[src/rtl/mips_defs_pkg.sv]
// Shared MIPS decode definitions for the ID/EX issue stage.
// Contents: ALU control codes, opcode and funct constants, the skid-buffer
// state encoding and the packed entry type held in the head/skid registers.
package mips_defs;

  localparam int DATA_W = 32;
  localparam int ALU_W  = 3;

  // ALU control codes understood by alu_32bit
  localparam logic [ALU_W-1:0] ALU_AND = 3'b000;
  localparam logic [ALU_W-1:0] ALU_OR  = 3'b001;
  localparam logic [ALU_W-1:0] ALU_ADD = 3'b010;
  localparam logic [ALU_W-1:0] ALU_SUB = 3'b110;
  localparam logic [ALU_W-1:0] ALU_XOR = 3'b111;

  // Opcodes
  localparam logic [5:0] OP_RTYPE = 6'b000000;
  localparam logic [5:0] OP_BEQ   = 6'b000100;
  localparam logic [5:0] OP_ADDI  = 6'b001000;
  localparam logic [5:0] OP_ANDI  = 6'b001100;
  localparam logic [5:0] OP_ORI   = 6'b001101;
  localparam logic [5:0] OP_XORI  = 6'b001110;

  // R-type funct codes
  localparam logic [5:0] FN_ADD = 6'b100000;
  localparam logic [5:0] FN_SUB = 6'b100010;
  localparam logic [5:0] FN_AND = 6'b100100;
  localparam logic [5:0] FN_OR  = 6'b100101;
  localparam logic [5:0] FN_XOR = 6'b100110;

  typedef enum logic [1:0] {
    ST_EMPTY = 2'd0,
    ST_ONE   = 2'd1,
    ST_TWO   = 2'd2
  } skid_state_e;

  typedef struct packed {
    logic [DATA_W-1:0] alu_a;
    logic [DATA_W-1:0] alu_b;
    logic [ALU_W-1:0]  alu_ctr;
    logic [4:0]        dest_reg;
    logic              reg_write;
    logic              illegal;
  } entry_t;

  function automatic logic [DATA_W-1:0] sext16(input logic [15:0] imm);
    return {{16{imm[15]}}, imm};
  endfunction

  function automatic logic [DATA_W-1:0] zext16(input logic [15:0] imm);
    return {16'h0000, imm};
  endfunction

endpackage

[src/rtl/id_ex_stage_alu_decode.sv]
// alu_decode: purely combinational instruction decode for the ID/EX stage.
// Ports:
//   instr_i     instruction word
//   rs_data_i   register-file value of rs
//   rt_data_i   register-file value of rt
//   alu_a_o, alu_b_o, alu_ctr_o   ALU operands and control code
//   dest_reg_o, reg_write_o       write-back target and enable
//   illegal_o                     instruction could not be decoded
module alu_decode
  import mips_defs::*;
(
  input  logic [31:0] instr_i,
  input  logic [31:0] rs_data_i,
  input  logic [31:0] rt_data_i,
  output logic [31:0] alu_a_o,
  output logic [31:0] alu_b_o,
  output logic [2:0]  alu_ctr_o,
  output logic [4:0]  dest_reg_o,
  output logic        reg_write_o,
  output logic        illegal_o
);

  logic [5:0]  opcode;
  logic [4:0]  rt_f;
  logic [4:0]  rd_f;
  logic [5:0]  funct;
  logic [15:0] imm;

  assign opcode = instr_i[31:26];
  assign rt_f   = instr_i[20:16];
  assign rd_f   = instr_i[15:11];
  assign funct  = instr_i[5:0];
  assign imm    = instr_i[15:0];

  // rs index and shamt are not needed: operands arrive already read
  logic unused_fields;
  assign unused_fields = ^{instr_i[25:21], instr_i[10:6]};

  always_comb begin
    alu_a_o     = rs_data_i;
    alu_b_o     = rt_data_i;
    alu_ctr_o   = ALU_AND;
    dest_reg_o  = 5'd0;
    reg_write_o = 1'b0;
    illegal_o   = 1'b0;
    unique case (opcode)
      OP_RTYPE: begin
        dest_reg_o  = rd_f;
        reg_write_o = (rd_f != 5'd0);
        case (funct)
          FN_AND:  alu_ctr_o = ALU_AND;
          FN_OR:   alu_ctr_o = ALU_OR;
          FN_ADD:  alu_ctr_o = ALU_ADD;
          FN_SUB:  alu_ctr_o = ALU_SUB;
          FN_XOR:  alu_ctr_o = ALU_XOR;
          default: illegal_o = 1'b1;
        endcase
      end
      OP_ADDI, OP_ANDI, OP_ORI, OP_XORI: begin
        dest_reg_o  = rt_f;
        reg_write_o = (rt_f != 5'd0);
        case (opcode)
          OP_ADDI: begin alu_ctr_o = ALU_ADD; alu_b_o = sext16(imm); end
          OP_ANDI: begin alu_ctr_o = ALU_AND; alu_b_o = zext16(imm); end
          OP_ORI:  begin alu_ctr_o = ALU_OR;  alu_b_o = zext16(imm); end
          default: begin alu_ctr_o = ALU_XOR; alu_b_o = zext16(imm); end
        endcase
      end
      OP_BEQ:  alu_ctr_o = ALU_SUB;
      default: illegal_o = 1'b1;
    endcase
    // Undecodable entries are issued with every payload field zeroed
    if (illegal_o) begin
      alu_a_o     = 32'd0;
      alu_b_o     = 32'd0;
      alu_ctr_o   = ALU_AND;
      dest_reg_o  = 5'd0;
      reg_write_o = 1'b0;
    end
  end

endmodule

[src/rtl/id_ex_stage.sv]
// id_ex_stage: decode-and-issue stage feeding alu_32bit.
// Decodes one instruction per cycle into a two-entry skid buffer (head =
// output register, skid = second entry) with valid/ready on both sides.
// Ports:
//   clk, rst_n                      clock, asynchronous active-low reset
//   in_valid/in_ready               upstream handshake (in_ready registered)
//   instr, rs_data, rt_data         instruction and its register operands
//   flush                           synchronous kill of all held entries
//   out_valid/out_ready             downstream handshake
//   alu_a, alu_b, alu_ctr           ALU operands and control code
//   dest_reg, reg_write, illegal    write-back info and decode-error flag
module id_ex_stage
  import mips_defs::*;
(
  input  logic        clk,
  input  logic        rst_n,
  input  logic        in_valid,
  output logic        in_ready,
  input  logic [31:0] instr,
  input  logic [31:0] rs_data,
  input  logic [31:0] rt_data,
  input  logic        flush,
  output logic        out_valid,
  input  logic        out_ready,
  output logic [31:0] alu_a,
  output logic [31:0] alu_b,
  output logic [2:0]  alu_ctr,
  output logic [4:0]  dest_reg,
  output logic        reg_write,
  output logic        illegal
);

  entry_t      dec;
  entry_t      head_q, head_d, skid_q;
  skid_state_e state_q, state_d;
  logic        in_ready_q, out_valid_q;
  logic        head_load, skid_load;
  logic        accept, consume;

  alu_decode u_dec (
    .instr_i     (instr),
    .rs_data_i   (rs_data),
    .rt_data_i   (rt_data),
    .alu_a_o     (dec.alu_a),
    .alu_b_o     (dec.alu_b),
    .alu_ctr_o   (dec.alu_ctr),
    .dest_reg_o  (dec.dest_reg),
    .reg_write_o (dec.reg_write),
    .illegal_o   (dec.illegal)
  );

  assign accept  = in_valid && in_ready_q;
  assign consume = out_valid_q && out_ready;

  always_comb begin
    state_d   = state_q;
    head_d    = dec;
    head_load = 1'b0;
    skid_load = 1'b0;
    if (flush) begin
      state_d = ST_EMPTY;
    end else begin
      unique case (state_q)
        ST_EMPTY: if (accept) begin
          head_load = 1'b1;
          state_d   = ST_ONE;
        end
        ST_ONE: begin
          if (accept && consume) begin
            head_load = 1'b1;
          end else if (accept) begin
            skid_load = 1'b1;
            state_d   = ST_TWO;
          end else if (consume) begin
            state_d   = ST_EMPTY;
          end
        end
        ST_TWO: if (consume) begin
          head_d    = skid_q;
          head_load = 1'b1;
          state_d   = ST_ONE;
        end
        default: state_d = ST_EMPTY;
      endcase
    end
  end

  // Entry registers: handshake flags are registered from the next state so
  // in_ready never depends combinationally on out_ready.
  always_ff @(posedge clk or negedge rst_n) begin
    if (!rst_n) begin
      state_q     <= ST_EMPTY;
      in_ready_q  <= 1'b1;
      out_valid_q <= 1'b0;
      head_q      <= '0;
      skid_q      <= '0;
    end else begin
      state_q     <= state_d;
      in_ready_q  <= (state_d != ST_TWO);
      out_valid_q <= (state_d != ST_EMPTY);
      if (head_load) head_q <= head_d;
      if (skid_load) skid_q <= dec;
    end
  end

  assign in_ready  = in_ready_q;
  assign out_valid = out_valid_q;
  assign alu_a     = head_q.alu_a;
  assign alu_b     = head_q.alu_b;
  assign alu_ctr   = head_q.alu_ctr;
  assign dest_reg  = head_q.dest_reg;
  assign reg_write = head_q.reg_write;
  assign illegal   = head_q.illegal;

endmodule

[config.mk]
export PLATFORM = sky130hd
export DESIGN_NAME = id_ex_stage
export DESIGN_NICKNAME = d
export VERILOG_FILES = /design/src/rtl/mips_defs_pkg.sv /design/src/rtl/id_ex_stage_alu_decode.sv /design/src/rtl/id_ex_stage.sv
export SDC_FILE = /design/constraint.sdc
export NUM_CORES = 1
export LEC_CHECK = 0
export CAP_MARGIN = 30
export CORE_ASPECT_RATIO = 1.1
export CORE_MARGIN = 1.5
export CORE_UTILIZATION = 50
export CTS_CLUSTER_SIZE = 24
export DETAILED_ROUTE_END_ITERATION = 8
export PLACE_DENSITY = 0.81
export SLEW_MARGIN = 10
export SYNTH_ARGS = -nofsm -noshare
export SYNTH_HDL_FRONTEND = slang
export SYNTH_SLANG_ARGS = --single-unit
[constraint.sdc]
create_clock -name clk -period 2.6 [get_ports clk]
set_input_delay 0.39 -clock clk [delete_from_list [all_inputs] [get_ports clk]]
set_output_delay 0.39 -clock clk [all_outputs]
set_load 0.02 [all_outputs]
==> results.md, run 1 <==
- Status: finished, final reports clean
- Row count: between 40 and 50
- Core area: 0.01379 mm2
- Final worst path period share: roughly 84%
- Hold worst-path end: skid_q[11]
- Crit path arrival time: about 2.5 ns
- Maximum clock rate: 0.4558 GHz
- Initial Util: between 50% and 60%
- Number of synthesized flops with an enable pin: 0
- # setup viols final: 0
- Most common cell in the netlist: dfrtp_1
- Clock buffer depth: 2
- Max_cap viols: 0
- Initial antenna violation count: 0
- Top cells by area, synth: dfrtp_1 53%, o21ai_0 6.1%, a21oi_1 5.1%
- Sequential share of the synthesized area: a little over half
- Worst-Margin Slew: between 0.5 and 0.6 ns
- Ys flop type: dfrtp_1
- Startpoint Class: primary input
- PortBufs: 171
- Die area: 0.01489 mm2
- Max Clock Skew: ~0.01 ns
- Worst reg2reg endpoint: alu_b[19]
- Final wirelength: slightly above 20 mm
- Ant. Diodes: 0
- Lkg Pwr: around 3.9 nW
- Largest Register: skid_q
- Cts bufs inserted: 17
- Crit path required time: between 2 and 3 ns
- Largest fanout on the critical path: 12
- Hold_sp: skid_q[11]
- Setup bufs post-CTS: 0
- Number of remaining DRC errors: 0
- Placer Congestion: between 0.8 and 0.9
- Async SR Flop Fraction: between 90% and 100%
- Post-synthesis net count: roughly 800
- Post-CTS Resized: 0
- Cells after synthesis: 709
- CTS tree: done
- 1st-iter DRT viols: ~700
- Die height: around 130 um
- Post-synth cell types: 50
- Global Route Usage Sum: between 20 and 30%
- Hold_ws: 0.4750 ns
- Post-Syn Area: a little over 0.007 mm2
- Mapped Avg Cell Area: approximately 10 um2
- # clock sinks: approximately 150
- Worst R2R Start: in_ready
- Die X: 116.5 um
- Area grow syn2layout: 35.61%
- Min-delay worst type: reg -> reg
- CP Capture Type: register
- Vias in the first global route: between 6,000 and 7,000
- Max H-tree Level: 4
- FF-to-FF path depth: 6
- Hold Path Cell Cnt: 2
- DP Wirelength: approximately 14 mm
- Synth warn: 0
- Vias per inst: approximately 6.2
- VDD IR max: around 400 uV
- Final Hold Fails: 0
- First-pass GRT wire length: 33.15 mm
- Clock-pin slew on the worst setup and hold paths: 0.06 ns
- Pwr Density: approximately 700 mW/mm2
- Post-CTS Hold Buffers: 1
- Share of post-route cells with drive strength above 1: around 11%
- Vias: 6,578
- Pre-antenna DRT Iters: 5
- Max reg flops: 74
- Top cell type's share of synthesized area: ~53%
- Slew Viols, Final: 0
- Worst setup path class: in -> reg
- Clock Latency Late Sink: 0.41 ns
- Final setup TNS: 0 ns
- Min Tclk post-route: between 2 and 2.5 ns
- RSZ-0062 raised after global routing: no
- Post-route ant nets: 0
- GRT overflow: 0
- Final #Nets: approximately 970
- Clock root cell: clkbuf_16
- Most frequent cells after synthesis: 151 x dfrtp_1, 87 x o21ai_0, 72 x a21oi_1
- Pin count of the biggest net entering global routing: 62
- Routed length per instance: 19.40 um
- Num ports: 177
- Reg2reg setup slack: 0.48 ns
- Headroom to the max-slew limit: between 60% and 70%
- Post-synth top area cell: dfrtp_1
- Yosys reg bits: between 150 and 200
how the worst max path moves through the flow:
stage / start / to / slack (ns)
5_1_grt: instr[5] / alu_b[26] / 0.21
2_1_floorplan: in_ready / dest_reg[0] / 0.67
3_3_place_gp: instr[5] / alu_b[17] / 0.16
3_5_place_dp: instr[5] / alu_b[19] / 0.05
4_1_cts: instr[5] / alu_b[31] / 0.43
6_report: instr[5] / alu_b[31] / 0.41
stage by stage:
| step | instance area [um2] | util [%] | setup slack (ns) | total power [mW] | cells |
|---|---|---|---|---|---|
| after global placement | 9042 | 65.55 | 0.1606 | 4.350 | 1036 |
| after CTS | 9605 | 69.63 | 0.4333 | 6.758 | 1067 |
| final | 9605 | 69.63 | 0.4059 | 6.732 | 1067 |
| after global routing | 9605 | 69.63 | 0.2143 | 6.987 | 1067 |
| after floorplan | 7083 | - | 0.6738 | 3.585 | 709 |
| after detailed placement | 9042 | 65.55 | 0.05431 | 4.404 | 1036 |
cell families after synthesis:
family | share of synthesized area (%)
buffers and inverters | 5.193
DFF | 53.72
AOI/OAI and AO/OA | 31.13
xor gates and xnor gates | 0.3710
muxes | 0.3179
and+or+nand+nor | 9.274
cell usage in the layout, fill, tap and decap left out, drive strengths merged, types with 2 or more instances in the layout:
cell / netlist / layout
nand4b: 2 / 2
a22o: 33 / 33
o31ai: 9 / 9
clkinvlp: 0 / 3
a21boi: 2 / 2
a221oi: 16 / 16
dfrtp: 151 / 151
clkbuf: 31 / 21
xor2: 2 / 2
clkdlybuf4s50: 0 / 170
o21ai: 116 / 116
nand2: 69 / 69
a21bo: 2 / 2
a22oi: 37 / 37
buf: 34 / 34
mux2: 2 / 2
a21oi: 77 / 77
o211ai: 37 / 37
nor2: 50 / 50
or4: 3 / 3
and2: 2 / 2
nor3b: 2 / 2
nand4: 2 / 2
inv: 3 / 3
nand2b: 3 / 3
nor3: 2 / 2
clkinv: 0 / 4
bufinv: 0 / 2
nor2b: 2 / 2
nand3: 7 / 7
worst max-delay path, cell delays in order:
cell,delay [ns]
clkdlybuf4s50_1,0.51
nor3b_2,0.38
a21boi_0,0.39
o21a_1,0.27
nand2_1,0.32
o21ai_1,0.26
metal layers:
layer | vias to the layer above | part of all wire (%) | routed length, um | track usage, %
li1 | 2933 | - | - | -
met1 | 3285 | 41 | 8517 | 37.11
met2 | 328 | 50 | 10410 | 47.37
met3 | 32 | 7.3 | 1515 | 4.870
met4 | 0 | 1.3 | 260 | 9.900
met5 | - | 0 | 0 | 0
power breakdown:
part	total, mW	internal, mW	switching, mW
logic	1.53	0.725	0.801
registers	2.85	2.66	0.192
clock network	2.35	1.42	0.932
total	6.73	4.81	1.92
final cells by class:
cell class,count,area (um2)
fillers,977,4189
clock inverters,9,102.6
clock buffers,21,450.4
well taps,188,235.2
repair buffers,205,2058
inverters,3,11.26
flip-flops and latches,152,3805
multi-input cells,489,2943
Power figures use the tool's default switching activity.
==> run 2: changes to the inputs <==
- clock period: 2.6 -> 2.2 ns (I/O delays scaled with it)
==> results.md, run 2 (synthesis results as in run 1) <==
- Status: finished, final reports clean (unchanged)
- Number of remaining DRC errors: 0 (unchanged)
- Final #Nets: 995 (was 969)
- DP Wirelength: 14.16 mm (was 13.65 mm)
- Global Route Usage Sum: 29.86% (was 28.30%)
- Min-delay worst type: in -> async (was reg -> reg)
- Ant. Diodes: 0 (unchanged)
- Pre-CTS setup slack: -0.09356 ns (was 0.05431 ns)
- Cts bufs inserted: 17 (unchanged)
- Startpoint Class: register (was primary input)
- Worst-Margin Slew: 0.5531 ns (was 0.5293 ns)
- Final Total Pwr: 8.326 mW (was 6.732 mW)
- Core area: 0.01379 mm2 (unchanged)
- Num ports: 177 (unchanged)
- Maximum clock rate: just over 0.5 GHz
- Final setup TNS: 0 ns (unchanged)
- First-pass GRT wire length: 34.53 mm (was 33.15 mm)
- Routed length per instance: 19.68 um (was 19.40 um)
- Die area: 0.01489 mm2 (unchanged)
- Met3 Usage GRT: 6.052% (was 4.870%)
- Most frequent cells in the layout: 170 x clkdlybuf4s50_1, 151 x dfrtp_1, 87 x o21ai_0, 72 x a21oi_1, 67 x nand2_1 (unchanged)
- Pre-antenna DRT Iters: 6 (was 5)
- Final worst path period share: approximately nine tenths
- Vias in the first global route: 6,923 (was 6,679)
- Buf/Inv on CP: 2 (was 1)
- Hold_ws: 0.4457 ns (was 0.4750 ns)
- Area grow syn2layout: 40.36% (was 35.61%)
- # clock sinks: 152 (unchanged)
- Worst R2R Start: in_ready (unchanged)
- CP Capture Type: register (unchanged)
- Post-route ant nets: 0 (unchanged)
- Clock-pin slew on the worst setup and hold paths: 0.06 ns (about the same)
- Final wirelength: 21.55 mm (was 20.70 mm)
- Vias: 6,777 (was 6,578)
- Initial antenna violation count: 0 (unchanged)
- Placer Congestion: 0.8951 (was 0.8572)
- Clock root cell: clkbuf_16 (unchanged)
- # setup viols final: 0 (unchanged)
- 1st-iter DRT viols: 775 (was 701)
- Delay-heaviest family, CP: simple AND/OR/NAND/NOR gates (was compound AO/OA/AOI/OAI gates)
- Slowest-stage cell, CP: dfstp_2 (was clkdlybuf4s50_1)
- Crit path largest cell delay: 0.53 ns (was 0.51 ns)
- VDD IR max: 527.0 uV (was 398.6 uV)
- Commonest non-fill, non-tap cell in the layout: clkdlybuf4s50_1 (unchanged)
- Max Clock Skew: 0.007143 ns (was 0.009885 ns)
- M1 GR Usage: 37.65% (was 37.11%)
- Power share of the clock group: 37.0% (was 34.9%)
- Share of post-route cells with drive strength above 1: 13.89% (was 10.92%)
- Headroom to the max-slew limit: 63.13% (was 64.72%)
- Min Tclk post-route: just under 2 ns
- Pin count of the biggest net entering global routing: 57 (was 62)
- Largest Register: skid_q (unchanged)
- Setup bufs post-CTS: 0 (unchanged)
- Fin util: 72.07% (was 69.63%)
- Worst reg2reg endpoint: skid_q[2] (was alu_b[19])
- Most frequent CP cell: buf_4
- Die height: 127.8 um (unchanged)
- Max reg flops: 74 (unchanged)
- CTS tree: done (unchanged)
- FF-to-FF path depth: 6 (unchanged)
- Placed Area: 0.009313 mm2 (was 0.009042 mm2)
- Placed insts: 1,062 (was 1,036)
- Pwr Density: 837.5 mW/mm2 (was 700.8 mW/mm2)
- GRT overflow: 0 (unchanged)
- Reg power frac: 40.6% (was 42.4%)
- Clock buffer depth: 2 (unchanged)
- GRT Max-Usage Layer: met2 (unchanged)
- Reg2reg setup slack: 0.22 ns (was 0.48 ns)
- Crit path arrival time: 2.30 ns (was 2.52 ns)
- Largest fanout on the critical path: 47 (was 12)
- Row count: 45 (unchanged)
- Max_cap viols: 0 (unchanged)
- Slew Viols, Final: 0 (unchanged)
- Reg area: 0.003805 mm2 (unchanged)
- Filler Cell Count: 982 (was 977)
- Critical path, cell by cell: nand2_1 > buf_4 > nor3b_1 > nand2_4 > buf_4 > o31ai_1 (was clkdlybuf4s50_1 > nor3b_2 > a21boi_0 > o21a_1 > nand2_1 > o21ai_1)
- Final Hold Fails: 0 (unchanged)
- Final non-filler cell total: 1,095 (was 1,067)
- Logic gate share of total power: 22.5% (was 22.7%)
- Met2 usage: 50.07% (was 47.37%)
- PortBufs: 171 (unchanged)
- Initial Util: 51.35% (unchanged)
- Vias per inst: 6.189 (was 6.165)
- Net Sw Frac: 28.29% (was 28.59%)
- Crit path required time: 2.52 ns (was 2.92 ns)
- Multi-input gate area: 0.002943 mm2 (unchanged)
- Post-route cell area: 0.009942 mm2 (was 0.009605 mm2)
- Max H-tree Level: 4 (unchanged)
- Lkg Pwr: 4.043 nW (was 3.862 nW)
- RSZ-0062 raised after global routing: no (unchanged)
- Sw Pwr: 2.356 mW (was 1.925 mW)
- Worst setup path class: reg -> reg (was in -> reg)
- Die X: 116.5 um (unchanged)
- Post-CTS Resized: 0 (unchanged)
- Int Pwr: 5.970 mW (was 4.807 mW)
- Final WS setup: 0.2182 ns (was 0.4059 ns)
- Clock Latency Late Sink: 0.43 ns (was 0.41 ns)
run 2: cell type report:
class                   count  area share [%]
repair buffers            231           23.42
inverters                   3          0.1133
flip-flops and latches    152           38.27
well taps                 188           2.366
clock inverters            13           1.774
multi-input cells         489           29.60
clock buffers              19           4.455
run 2: worst max path at each step:
stage               depth (start not counted)  startpoint           to
floorplan                                   7    in_ready  dest_reg[0]
global placement                            7   instr[31]    alu_b[21]
detailed placement                          7   instr[31]    alu_b[22]
CTS                                         6    in_ready    skid_q[2]
global route                                7    in_ready   skid_q[38]
finish                                      6    in_ready    skid_q[2]
run 2: routing by layer:
metal  wire length [um]  part of all wire [%]
met5                  0                     0
met4                434                   2.0
met1               8523                    40
met3               1830                   8.5
met2              10770                    50
run 2: power by group through the flow:
stage | combinational (mW) | clock, mW | sequential [mW]
5_1_grt | 2.01 | 3.23 | 3.41
6_report | 1.87 | 3.08 | 3.38
2_1_floorplan | 0.572 | 0 | 3.66
3_5_place_dp | 1.86 | 0 | 3.41
3_3_place_gp | 1.81 | 0 | 3.39
4_1_cts | 1.88 | 3.10 | 3.37
run 2: repair_timing:
action                                  in CTS  in global routing
endpoints found under the hold margin       53                  0
endpoints found under the setup margin       0                  0
hold buffers                                 1                  0
==> run 3: changes to the inputs <==
- CAP_MARGIN: 30 -> unset
==> results of run 3 <==
The final DEF is identical to that of run 2; final timing and power are the same.
